--- src/rtl/alu_pkg.sv ---
// Shared types for the sequential ALU: opcode and FSM state encodings.
package alu_pkg;

   typedef enum logic [1:0] {
      OP_ADD = 2'b00,
      OP_ASR = 2'b01,
      OP_PAR = 2'b10,
      OP_UND = 2'b11
   } alu_op_e;

   typedef enum logic [1:0] {
      IDLE  = 2'd0,
      SHIFT = 2'd1,
      DONE  = 2'd2
   } alu_state_e;

endpackage

--- src/rtl/alu_seq_shifter.sv ---
// Iterative arithmetic right shifter: a working register shifted one bit per step,
// paired with a down-counter that flags the final step.
module alu_seq_shifter #(
   parameter int unsigned WIDTH = 32,
   parameter int unsigned CW    = $clog2(WIDTH + 1)
) (
   input  logic             CLK,
   input  logic             RST,
   input  logic             load_i,
   input  logic             step_i,
   input  logic [WIDTH-1:0] a_i,
   input  logic [CW-1:0]    n_i,
   output logic [WIDTH-1:0] q_o,
   output logic             last_o
);

   logic [WIDTH-1:0] work_q, work_d;
   logic [CW-1:0]    cnt_q, cnt_d;

   // Load takes priority; a step shifts with sign fill and counts down.
   always_comb begin
      work_d = work_q;
      cnt_d  = cnt_q;
      if (load_i) begin
         work_d = a_i;
         cnt_d  = n_i;
      end else if (step_i) begin
         work_d = {work_q[WIDTH-1], work_q[WIDTH-1:1]};
         cnt_d  = cnt_q - 1'b1;
      end
   end

   // Working register and counter state.
   always_ff @(posedge CLK or posedge RST) begin
      if (RST) begin
         work_q <= '0;
         cnt_q  <= '0;
      end else begin
         work_q <= work_d;
         cnt_q  <= cnt_d;
      end
   end

   assign q_o    = work_q;
   assign last_o = (cnt_q == CW'(1));

endmodule

--- src/rtl/alu_seq.sv ---
// Sequential ALU with START/DONE handshake: ADD, iterative ASR, PAR, UND.
// Define ALU_SEQ_FLAGS_EN to add the registered zero (Z) and carry (C) flags.
module alu_seq
   import alu_pkg::*;
#(
   parameter int unsigned WIDTH = 32
) (
   input  logic             CLK,
   input  logic             RST,
   input  logic             START,
   input  logic [1:0]       OPC,
   input  logic [WIDTH-1:0] A,
   input  logic [WIDTH-1:0] B,
   output logic [WIDTH-1:0] R,
   output logic             BUSY,
`ifdef ALU_SEQ_FLAGS_EN
   output logic             Z,
   output logic             C,
`endif
   output logic             DONE
);

   localparam int unsigned CW = $clog2(WIDTH + 1);
   localparam logic [WIDTH-1:0] WidthB   = WIDTH'(WIDTH);
   localparam logic [CW-1:0]    WidthCnt = CW'(WIDTH);

   alu_state_e       state_q;
   logic [WIDTH-1:0] r_q;
   logic             busy_q;
   logic             done_q;

   logic [WIDTH:0]   sum;
   logic [CW-1:0]    n_sat;
   logic [WIDTH-1:0] imm_res;
   logic             imm_carry;
   logic [WIDTH-1:0] sh_q;
   logic [WIDTH-1:0] asr_last;
   logic             sh_last;
   logic             accept;
   logic             sh_load;
   logic             sh_step;

   // Single-cycle results and shift control decoded from the live operands.
   always_comb begin
      sum       = {1'b0, A} + {1'b0, B};
      n_sat     = (B >= WidthB) ? WidthCnt : B[CW-1:0];
      imm_carry = 1'b0;
      unique case (alu_op_e'(OPC))
         OP_ADD: begin
            imm_res   = sum[WIDTH-1:0];
            imm_carry = sum[WIDTH];
         end
         OP_ASR:  imm_res = A;  // only used when the shift amount is zero
         OP_PAR:  imm_res = {{(WIDTH-1){1'b0}}, ^A};
         default: imm_res = '0;
      endcase
      asr_last = {sh_q[WIDTH-1], sh_q[WIDTH-1:1]};
      accept   = (state_q == IDLE) && START;
      sh_load  = accept && (alu_op_e'(OPC) == OP_ASR) && (n_sat != '0);
      sh_step  = (state_q == SHIFT);
   end

   alu_seq_shifter #(
      .WIDTH (WIDTH),
      .CW    (CW)
   ) u_shifter (
      .CLK    (CLK),
      .RST    (RST),
      .load_i (sh_load),
      .step_i (sh_step),
      .a_i    (A),
      .n_i    (n_sat),
      .q_o    (sh_q),
      .last_o (sh_last)
   );

`ifdef ALU_SEQ_FLAGS_EN
   logic z_q;
   logic c_q;
`endif

   // FSM with registered outputs; R and flags change only when entering DONE.
   always_ff @(posedge CLK or posedge RST) begin
      if (RST) begin
         state_q <= IDLE;
         r_q     <= '0;
         busy_q  <= 1'b0;
         done_q  <= 1'b0;
`ifdef ALU_SEQ_FLAGS_EN
         z_q     <= 1'b0;
         c_q     <= 1'b0;
`endif
      end else begin
         done_q <= 1'b0;
         case (state_q)
            IDLE: begin
               if (sh_load) begin
                  state_q <= SHIFT;
                  busy_q  <= 1'b1;
               end else if (accept) begin
                  state_q <= alu_pkg::DONE;
                  r_q     <= imm_res;
                  done_q  <= 1'b1;
`ifdef ALU_SEQ_FLAGS_EN
                  z_q     <= (imm_res == '0);
                  c_q     <= imm_carry;
`endif
               end
            end
            SHIFT: begin
               if (sh_last) begin
                  state_q <= alu_pkg::DONE;
                  busy_q  <= 1'b0;
                  r_q     <= asr_last;
                  done_q  <= 1'b1;
`ifdef ALU_SEQ_FLAGS_EN
                  z_q     <= (asr_last == '0);
                  c_q     <= 1'b0;
`endif
               end
            end
            alu_pkg::DONE: state_q <= IDLE;
            default:       state_q <= IDLE;
         endcase
      end
   end

   assign R    = r_q;
   assign BUSY = busy_q;
   assign DONE = done_q;
`ifdef ALU_SEQ_FLAGS_EN
   assign Z    = z_q;
   assign C    = c_q;
`endif

endmodule

--- config.mk ---
export PLATFORM = sky130hd
export DESIGN_NAME = alu_seq
export DESIGN_NICKNAME = d
export VERILOG_FILES = /design/src/rtl/alu_pkg.sv /design/src/rtl/alu_seq_shifter.sv /design/src/rtl/alu_seq.sv
export SDC_FILE = /design/constraint.sdc
export NUM_CORES = 1
export LEC_CHECK = 0
export CAP_MARGIN = 15
export CORE_MARGIN = 3
export CORE_UTILIZATION = 50
export CTS_BUF_LIST = sky130_fd_sc_hd__clkbuf_16
export DETAILED_ROUTE_END_ITERATION = 12
export PLACE_DENSITY = 0.77
export SLEW_MARGIN = 25
export SYNTH_ARGS = -nofsm -noshare
export SYNTH_HDL_FRONTEND = slang
export SYNTH_HIERARCHICAL = 1
export SYNTH_SLANG_ARGS = --single-unit
export TNS_END_PERCENT = 50
--- constraint.sdc ---
create_clock -name CLK -period 6.2 [get_ports CLK]
set_clock_uncertainty 0.2 [all_clocks]
set_input_delay 1.24 -clock CLK [delete_from_list [all_inputs] [get_ports CLK]]
set_output_delay 1.24 -clock CLK [all_outputs]
set_load 0.02 [all_outputs]
==> results.toml <==
[run_status]
status = "finished clean"

[floorplan]
die-area_sq_um = 12600
die_y_um = 112
core.rowCount = 38
ios = 103
initial_core_util = 0.516
fp.dieW_um = 112
core-area_sq_um = 10900

[synth]
syn_avg_cell_area_sq_um = 8.53
synthesis.nets = 765
ys_warn_count = 6
syn_area_sq_um = 5640
synthCells = 662

[min_path]
min_path_cells = 2
hold_class = "reg -> reg"
worstHoldStart = "R[21]"
holdPathEnd = "R[21]"

[timing]
slew_violations = 0
tns_ns = 0
hold_slack_ns = 0.285
finalSetupViolations = 0
rsz0062_at_grt = "no"
setup_slack_ns = 1.58
hold_violations = 0
finalCritPeriodShare = 0.746
maxSlewHeadroom = 0.406
worstMarginPinSlew_ns = 0.888
period_needed_ns = 4.62
fmax_mhz = 216

[power]
seq_power_share = 0.331
p_clk_frac = 0.191
p_leak_nw = 2.87
finalPower_mw = 2.66
switching_power_mw = 1.08
p_comb_frac = 0.478
power_density_nw_per_um2 = 380
internal_power_mw = 1.58
p_sw_frac = 0.407
ir_drop_mv = 0.240

[global_routing]
antenna_found_initial = 0
top_usage_layer = "met2"
grt_pass1_vias = 5496
use_met1 = 0.381
grt.overflow.total = 0
grt_max_degree = 48
use_met2 = 0.431
met3_usage = 0.0394
grt_usage = 0.275
grt_pass1_wl_um = 27900

[critical_path]
r2r_cells = 9
required_ns = 6.25
crit_fanout = 37
end_kind = "flip-flop"
reg2reg_slack_ns = 3.31
r2r_start = "state_q[1]"
startpoint_type = "primary input"
r2r-end = "R[12]"
arrival_ns = 4.67
path_class = "in -> reg"

[place]
place_inst = 876
pre_cts_ws_ns = 1.32
dp.final_hpwl_um = 12300
gp_congestion = 0.955
dpl_cell_area_sq_um = 6720
io_buffers = 102

[cells_and_area]
ff_latch_area_sq_um = 1830
drive_gt1_frac = 0.0453
fillers = 936
final_util = 0.640
finalNetCount = 850
multiInputGateArea_sq_um = 3580
antenna_cells = 0
mostFrequentLayoutCell = "clkdlybuf4s50_1"
postLayoutCellArea_sq_um = 7000
areaGrowthSynthToFinish_pct = 24.0
finalNonFillerCells = 891
layout_common_cells = "clkdlybuf4s50_1 (102), nand2_1 (77), dfrtp_1 (73)"

[clocking]
clk_pin_slew_worst_paths_ns = 0.06
cts_hold_buf = 0
cts_tree = "done"
cts_sinks = 73
root_buffer = "clkbuf_16"
post_cts_buffers = 0
htree_num_levels = 3
post_cts_resized = 0
clk_latency_ns = 0.34
cts_buffer_depth = 2
cts_made_buffers = 9

[route]
drtIter0Drc = 389
first_pass_iters = 5
drt_wl_total_um = 17000
antenna_left = 0
post_drt_wl_per_cell_um = 19.1
dr_total_vias = 5380
drc = 0
vias_per_cell = 6.04

[flow_run]
drv_cap = 0
==> layer usage <==
metal	part of all wire	routed length, um	vias up
met5	0	0	-
met1	0.45	7620	2559
met3	0.064	1090	45
li1	-	-	2572
met2	0.45	7700	204
met4	0.035	600	0
==> critical path: stages <==
cell and delay, ns:
clkdlybuf4s50_1 0.50, nor4_1 0.42, nand2_1 0.16, nor3_1 0.61, a31oi_1 0.24, nor2_2 0.41
a21oi_2 0.09, inv_2 0.56, and3_1 0.29, a211oi_1 0.07, o31ai_2 0.08
==> how the worst max path moves through the flow <==
stage / startpoint / end / slack, ns / cells past startpoint
floorplan: A[0] / R[10] / 2.29 / 11
detailed placement: B[5] / R[30] / 1.32 / 11
finish: B[5] / R[31] / 1.58 / 11
global placement: A[0] / R[30] / 1.46 / 12
global route: B[12] / R[31] / 1.17 / 11
CTS: B[5] / R[31] / 1.65 / 11
==> state kept, by name, summed over array words and instances (netlist names) <==
| register | count |
|---|---|
| BUSY | 1 |
| DONE | 1 |
| R | 32 |
| state_q | 2 |
| u_shifter/cnt_q | 6 |
| u_shifter/q_o | 31 |
==> power by group through the flow <==
stage | Clock, mW | Sequential (mW) | Combinational [mW]
after floorplan | 0 | 0.968 | 0.702
after detailed placement | 0 | 0.882 | 1.27
after global routing | 0.535 | 0.910 | 1.39
final | 0.509 | 0.881 | 1.27
after global placement | 0 | 0.875 | 1.24
after CTS | 0.516 | 0.877 | 1.27
==> area by class of cell <==
type | instances | share of cell area
Multi-Input combinational cell | 537 | 0.512
Timing Repair Buffer | 109 | 0.153
Inverter | 17 | 0.00912
Clock inverter | 6 | 0.00769
Tap cell | 140 | 0.0250
Clock buffer | 9 | 0.0322
Sequential cell | 73 | 0.261
Power figures use the tool's default switching activity.
